### src/rtl/fifo_rr_scheduler_pkg.sv
// Shared constants, state encoding and character helpers for the FIFO
// round-robin link scheduler.
package fifo_sched_pkg;

    localparam int         C_FLAG_BIT = 8;
    localparam logic [7:0] C_EOP      = 8'h00;
    localparam logic [7:0] C_EEP      = 8'h01;

    typedef enum logic [1:0] {IDLE, XFER, TRUNC, DRAIN} t_sched_state;

    // A character closes a packet when it is a control character carrying
    // either the normal or the error end-of-packet code.
    function automatic logic is_end_marker(input logic [8:0] chr);
        return chr[C_FLAG_BIT] && ((chr[7:0] == C_EOP) || (chr[7:0] == C_EEP));
    endfunction

endpackage

### src/rtl/fifo_rr_scheduler_rr_pick.sv
// Combinational round-robin search: first asserted request at or after
// the start index, wrapping modulo N (N need not be a power of two).
module rr_pick #(
    parameter int N  = 4,
    parameter int IW = (N > 1) ? $clog2(N) : 1
) (
    input  logic [N-1:0]  req,
    input  logic [IW-1:0] start,
    output logic          found,
    output logic [IW-1:0] idx
);

    // Walk offsets from farthest to nearest so the nearest hit wins last.
    always_comb begin
        int j;
        found = 1'b0;
        idx   = '0;
        j     = 0;
        for (int k = N - 1; k >= 0; k--) begin
            j = int'(start) + k;
            if (j >= N) j = j - N;
            if (req[j]) begin
                found = 1'b1;
                idx   = IW'(j);
            end
        end
    end

endmodule

### src/rtl/fifo_rr_scheduler.sv
// Packet-aware round-robin scheduler: grants one source FIFO per packet,
// streams it to the link transmitter, and truncates over-long packets
// with an EEP before draining their remainder.
module fifo_rr_scheduler
    import fifo_sched_pkg::*;
#(
    parameter int G_NUM_CH          = 4,
    parameter int G_DATA_WIDTH_BITS = 9,
    parameter int G_MAX_PKT_LEN     = 256
) (
    input  logic                                              clk,
    input  logic                                              rst_n,
    input  logic                                              enable,
    input  logic [G_NUM_CH-1:0]                               src_empty,
    input  logic [G_NUM_CH*G_DATA_WIDTH_BITS-1:0]             src_data,
    output logic [G_NUM_CH-1:0]                               src_rd_en,
    output logic                                              tx_valid,
    output logic [G_DATA_WIDTH_BITS-1:0]                      tx_data,
    input  logic                                              tx_ready,
    output logic                                              busy,
    output logic [((G_NUM_CH > 1) ? $clog2(G_NUM_CH) : 1)-1:0] grant_id,
    output logic                                              err_trunc
);

    localparam int GW = (G_NUM_CH > 1) ? $clog2(G_NUM_CH) : 1;
    localparam int CW = $clog2(G_MAX_PKT_LEN + 1);
    localparam int W  = G_DATA_WIDTH_BITS;
    localparam logic [W-1:0] EEP_CHAR = W'({1'b1, C_EEP});

    t_sched_state  state;
    logic [GW-1:0] last_grant;
    logic [CW-1:0] pkt_cnt;
    logic [CW-1:0] cnt_inc;
    logic [W-1:0]  tx_data_q;
    logic [W-1:0]  gnt_char;
    logic [W-1:0]  cur_char;
    logic [GW-1:0] rr_start;
    logic          pick_found;
    logic [GW-1:0] pick_idx;
    logic          gnt_is_end;

    assign gnt_char   = src_data[int'(grant_id)*W +: W];
    assign gnt_is_end = is_end_marker(gnt_char[8:0]);
    assign cnt_inc    = pkt_cnt + 1'b1;
    assign busy       = (state != IDLE);
    assign rr_start   = (last_grant == GW'(G_NUM_CH - 1)) ? '0 : last_grant + 1'b1;

    rr_pick #(.N(G_NUM_CH), .IW(GW)) u_pick (
        .req   (~src_empty),
        .start (rr_start),
        .found (pick_found),
        .idx   (pick_idx)
    );

    // Datapath: forward the granted head, inject EEP, or silently pop on drain.
    always_comb begin
        tx_valid  = 1'b0;
        cur_char  = gnt_char;
        src_rd_en = '0;
        case (state)
            XFER: begin
                tx_valid            = ~src_empty[grant_id];
                src_rd_en[grant_id] = ~src_empty[grant_id] & tx_ready;
            end
            TRUNC: begin
                tx_valid = 1'b1;
                cur_char = EEP_CHAR;
            end
            DRAIN: src_rd_en[grant_id] = ~src_empty[grant_id];
            default: ;
        endcase
    end

    // tx_data keeps the last offered character while nothing is valid.
    assign tx_data = tx_valid ? cur_char : tx_data_q;

    // Packet-level control: grant, count, truncate, drain back to idle.
    always_ff @(posedge clk or negedge rst_n) begin
        if (!rst_n) begin
            state      <= IDLE;
            grant_id   <= '0;
            last_grant <= GW'(G_NUM_CH - 1);
            pkt_cnt    <= '0;
            err_trunc  <= 1'b0;
            tx_data_q  <= '0;
        end else begin
            err_trunc <= 1'b0;
            if (tx_valid) tx_data_q <= cur_char;
            case (state)
                IDLE: begin
                    if (enable && pick_found) begin
                        grant_id <= pick_idx;
                        state    <= XFER;
                    end
                end
                XFER: begin
                    if (tx_valid && tx_ready) begin
                        if (gnt_is_end) begin
                            state      <= IDLE;
                            last_grant <= grant_id;
                            pkt_cnt    <= '0;
                        end else begin
                            // Count includes this character; stop one short
                            // of the limit so the EEP still fits.
                            pkt_cnt <= cnt_inc;
                            if (cnt_inc == CW'(G_MAX_PKT_LEN - 1)) state <= TRUNC;
                        end
                    end
                end
                TRUNC: begin
                    if (tx_ready) begin
                        state     <= DRAIN;
                        err_trunc <= 1'b1;
                    end
                end
                DRAIN: begin
                    if (!src_empty[grant_id] && gnt_is_end) begin
                        state      <= IDLE;
                        last_grant <= grant_id;
                        pkt_cnt    <= '0;
                    end
                end
                default: state <= IDLE;
            endcase
        end
    end

endmodule

### config.mk
export PLATFORM = sky130hd
export DESIGN_NAME = fifo_rr_scheduler
export DESIGN_NICKNAME = d
export VERILOG_FILES = /design/src/rtl/fifo_rr_scheduler_pkg.sv /design/src/rtl/fifo_rr_scheduler_rr_pick.sv /design/src/rtl/fifo_rr_scheduler.sv
export SDC_FILE = /design/constraint.sdc
export NUM_CORES = 1
export LEC_CHECK = 0
export ABC_AREA = 1
export CELL_PAD_IN_SITES_DETAIL_PLACEMENT = 1
export CELL_PAD_IN_SITES_GLOBAL_PLACEMENT = 2
export CORE_ASPECT_RATIO = 0.75
export CORE_MARGIN = 4
export CORE_UTILIZATION = 27
export CTS_BUF_LIST = sky130_fd_sc_hd__clkbuf_2
export DETAILED_ROUTE_END_ITERATION = 10
export PLACE_DENSITY = 0.92
export SKIP_LAST_GASP = 1
export SYNTH_ARGS = -nofsm -noshare
export SYNTH_HDL_FRONTEND = slang
export SYNTH_HIERARCHICAL = 1
export SYNTH_SLANG_ARGS = --single-unit
### constraint.sdc
create_clock -name clk -period 3.2 [get_ports clk]
set_input_delay 0.48 -clock clk [delete_from_list [all_inputs] [get_ports clk]]
set_output_delay 0.48 -clock clk [all_outputs]
set_load 0.005 [all_outputs]
==> impl_metrics.tcl <==
set metrics [dict create \
    status "complete, no violations" \
    synth_top_family_by_area "simple AND/OR/NAND/NOR gates" \
    ant_nets 0 \
    dieWidth_um 107.1 \
    required_ps 2720 \
    multi_input_area_sq_um 1192 \
    cp_common_cell "nand2_1" \
    hpwlAfterDp_mm 5.263 \
    whs_ps 451.0 \
    synth-compound-area-share_pct 10.20 \
    die-area_sq_um 8815 \
    synth_area_sq_um 1988 \
    synth_mux_area_share_pct 0 \
    antenna_found_initial 0 \
    syn_inst 308 \
    dr.pass1.iters 4 \
    max_freq_mhz 331.7 \
    pre_cts_slack_ps 33.99 \
    clk_latency_ps 360 \
    tightest_slew_ps 367.8 \
    rsz0062_at_grt "yes" \
    fin_ws_ps 185.3 \
    nNetsFinal 427 \
    utilization_pct 39.98 \
    avgRoutedWirePerCell_um 13.62 \
    crit_type "reg -> out" \
    slowest_stage "clkdlybuf4s50_1" \
    drv_cap 0 \
    synth.top_cell.area_share_pct 28.95 \
    synth_cell_types 30 \
    yosysSeqAreaShare_pct 31.59 \
    viasPerCell 4.584 \
    io_pins 62 \
    h-tree-depth 1 \
    synthTopCellsByArea "dfrtp_1 (29%), nand2_1 (20%), nand3_1 (10%), inv_1 (5.7%), nor2_1 (5.5%)" \
    synth_seq_cells 25 \
    grt_pass1_wl_mm 10.92 \
    finClkSkew_ps 10.38 \
    grt_max_degree 26 \
    synth.avg_cell_area_sq_um 6.455 \
    crit_arrival_ps 2530 \
    area_growth_pct 40.65 \
    drt_iter0_markers 94 \
    clock_tree.root_cell "clkbuf_2" \
    switchingPower_mw 1.281 \
    drive_gt1_share_pct 12.53 \
    finalCritPeriodShare_pct 94.21 \
    p_per_area_nw_per_um2 894.2 \
    vias 2168 \
    p_comb_share_pct 74.0 \
    finalHoldViolations 0 \
    end_kind "output pin" \
    antenna_cells 0 \
    min_period_ps 3015 \
    hold_path_class "in -> async" \
    reg2reg_slack_ps 1010 \
    p_int_mw 1.219 \
    ir_drop_mv 0.3582 \
    yosys.area_share.adder_pct 4.405 \
    cts_buffers 3 \
    setup_viol 0 \
    start_util_pct 28.43 \
    place.gp.congestion 0.8188 \
    synthXorXnorAreaFrac_pct 0.4405 \
    slowest_delay_ps 590 \
    overflow 0 \
    grt_usage_pct 15.38 \
    power_mw 2.501 \
    drcViolationCount 0 \
    seq_area_sq_um 629.4 \
    core-area_sq_um 6994 \
    grt_pass1_vias 2298 \
    slew_headroom_pct 75.27 \
    clk_pin_slew_ps 240 \
    fillers 899 \
    port_buffers 61 \
    fp-row-count 26 \
    power_frac_seq_pct 21.0 \
    cp_cell_sequence "inv_4 -> nand2_1 -> nor2_1 -> nor2_2 -> nand3_1 -> nand2_1 -> nand2_4 -> o31ai_1 -> clkdlybuf4s50_1" \
    routed_wl_mm 6.441 \
    worstPathMaxFanout 11 \
    yosysWarnings 6 \
    die_height_um 82.32 \
    synth_fp_nets 359 \
    netSwitchingFraction_pct 51.24 \
    clkSinkCount 25 \
    leakagePower_nw 1.395 \
    crit_path_start_kind "register" \
    cts_hold_buf 0 \
    drv_slew 0 \
    clock_path_buffers 2 \
    clock_power_share_pct 5.1 \
    cts_tree "built" \
    synth_area_leader_cell "dfrtp_1" \
    synthSimpleGateAreaFrac_pct 43.11 \
]
==> stage by stage <==
step	instance area, sq um	TNS (ps)	cells
after floorplan	1988	0	308
after global placement	2714	0	466
after detailed placement	2714	0	466
after CTS	2751	0	470
after global routing	2796	-89.89	473
final	2796	0	473
==> layout by cell type, fill, tap and decap left out, types with 6 or more instances in the layout <==
cell type	count
o21ai_0	9
nand3_1	40
nor2_1	29
nand2_1	105
clkdlybuf4s50_1	58
ha_1	6
inv_1	30
buf_4	10
o21ai_1	10
dfrtp_1	22
nand2_2	7
==> power by group through the flow <==
stage | Combinational (mW) | Clock [mW] | Sequential, mW
after detailed placement | 1.77 | 0 | 0.530
after floorplan | 1.18 | 0 | 0.506
after global placement | 1.75 | 0 | 0.525
final | 1.85 | 0.126 | 0.524
after CTS | 1.82 | 0.136 | 0.523
after global routing | 2.12 | 0.146 | 0.543
==> synth_stat cells, drive strengths merged <==
| library cell | count |
|---|---|
| o21ai | 20 |
| a21oi | 4 |
| dfstp | 2 |
| a21boi | 1 |
| inv | 35 |
| o31ai | 7 |
| nand4 | 4 |
| xor2 | 1 |
| o22ai | 2 |
| buf | 8 |
| clkbuf | 1 |
| nor3 | 1 |
| clkinv | 1 |
| ha | 7 |
| dfrtp | 23 |
| and2 | 1 |
| nor2 | 35 |
| a31oi | 1 |
| nand2 | 112 |
| nand3 | 42 |
==> critical path, delay by kind of cell, from the launching register on <==
family / cells / cell delay [ps]
buffers and inverters: 2 / 680
AND/OR/NAND/NOR: 6 / 660
flip-flops: 1 / 500
AO/OA/AOI/OAI: 1 / 340
==> layer usage <==
| metal | vias to the layer above | GRT usage (%) | wire [um] |
|---|---|---|---|
| met3 | 4 | 3.963 | 411 |
| met4 | 0 | 2.427 | 35 |
| met1 | 991 | 20.91 | 3112 |
| met5 | - | 0 | 0 |
| met2 | 48 | 25.22 | 2881 |
| li1 | 1125 | - | - |
==> worst paths after layout <==
check | start | to | depth (start not counted)
setup / recovery | grant_id[1]$_DFFE_PN0P_ | tx_data[2] | 9
hold / removal | rst_n | pkt_cnt[5]$_DFFE_PN0P_ | 2
setup reg to reg | grant_id[0]$_DFFE_PN0P_ | register | 14
hold reg to reg | last_grant[1]$_DFFE_PN1P_ | last_grant[1]$_DFFE_PN1P_ | 2
max in group asynchronous | rst_n | last_grant[0]$_DFFE_PN1P_ | 2
min in group clk | last_grant[1]$_DFFE_PN1P_ | last_grant[1]$_DFFE_PN1P_ | 2
==> cells by family (layout without fill, tap and decap cells) <==
group,after synthesis,in the layout
buf+inv,45,111
flops,25,25
simple gates,195,196
fa+ha+maj,7,7
compound gates,35,35
xor+xnor,1,1
==> cell type report <==
| cell class | count | area share [%] |
|---|---|---|
| multi-input combinational | 239 | 42.64 |
| timing repair buffer | 71 | 24.79 |
| sequential | 25 | 22.51 |
| inverter | 36 | 4.966 |
| tap | 98 | 4.385 |
| clock buffer | 3 | 0.5369 |
| clock inverter | 1 | 0.1790 |
==> sequential cells by signal, indices dropped and copies added (netlist names), named ones only <==
name / cells
tx_data_q: 9
grant_id: 2
state: 1
err_trunc: 1
pkt_cnt: 9
last_grant: 2
==> what timing repair did <==
item,4_1_cts,5_1_grt
gates resized for setup,4,8
buffers inserted,0,2
endpoints found under the setup margin,9,9
cloned,0,1
pin swaps,0,1
No activity file was read; power rests on OpenSTA's default activity.
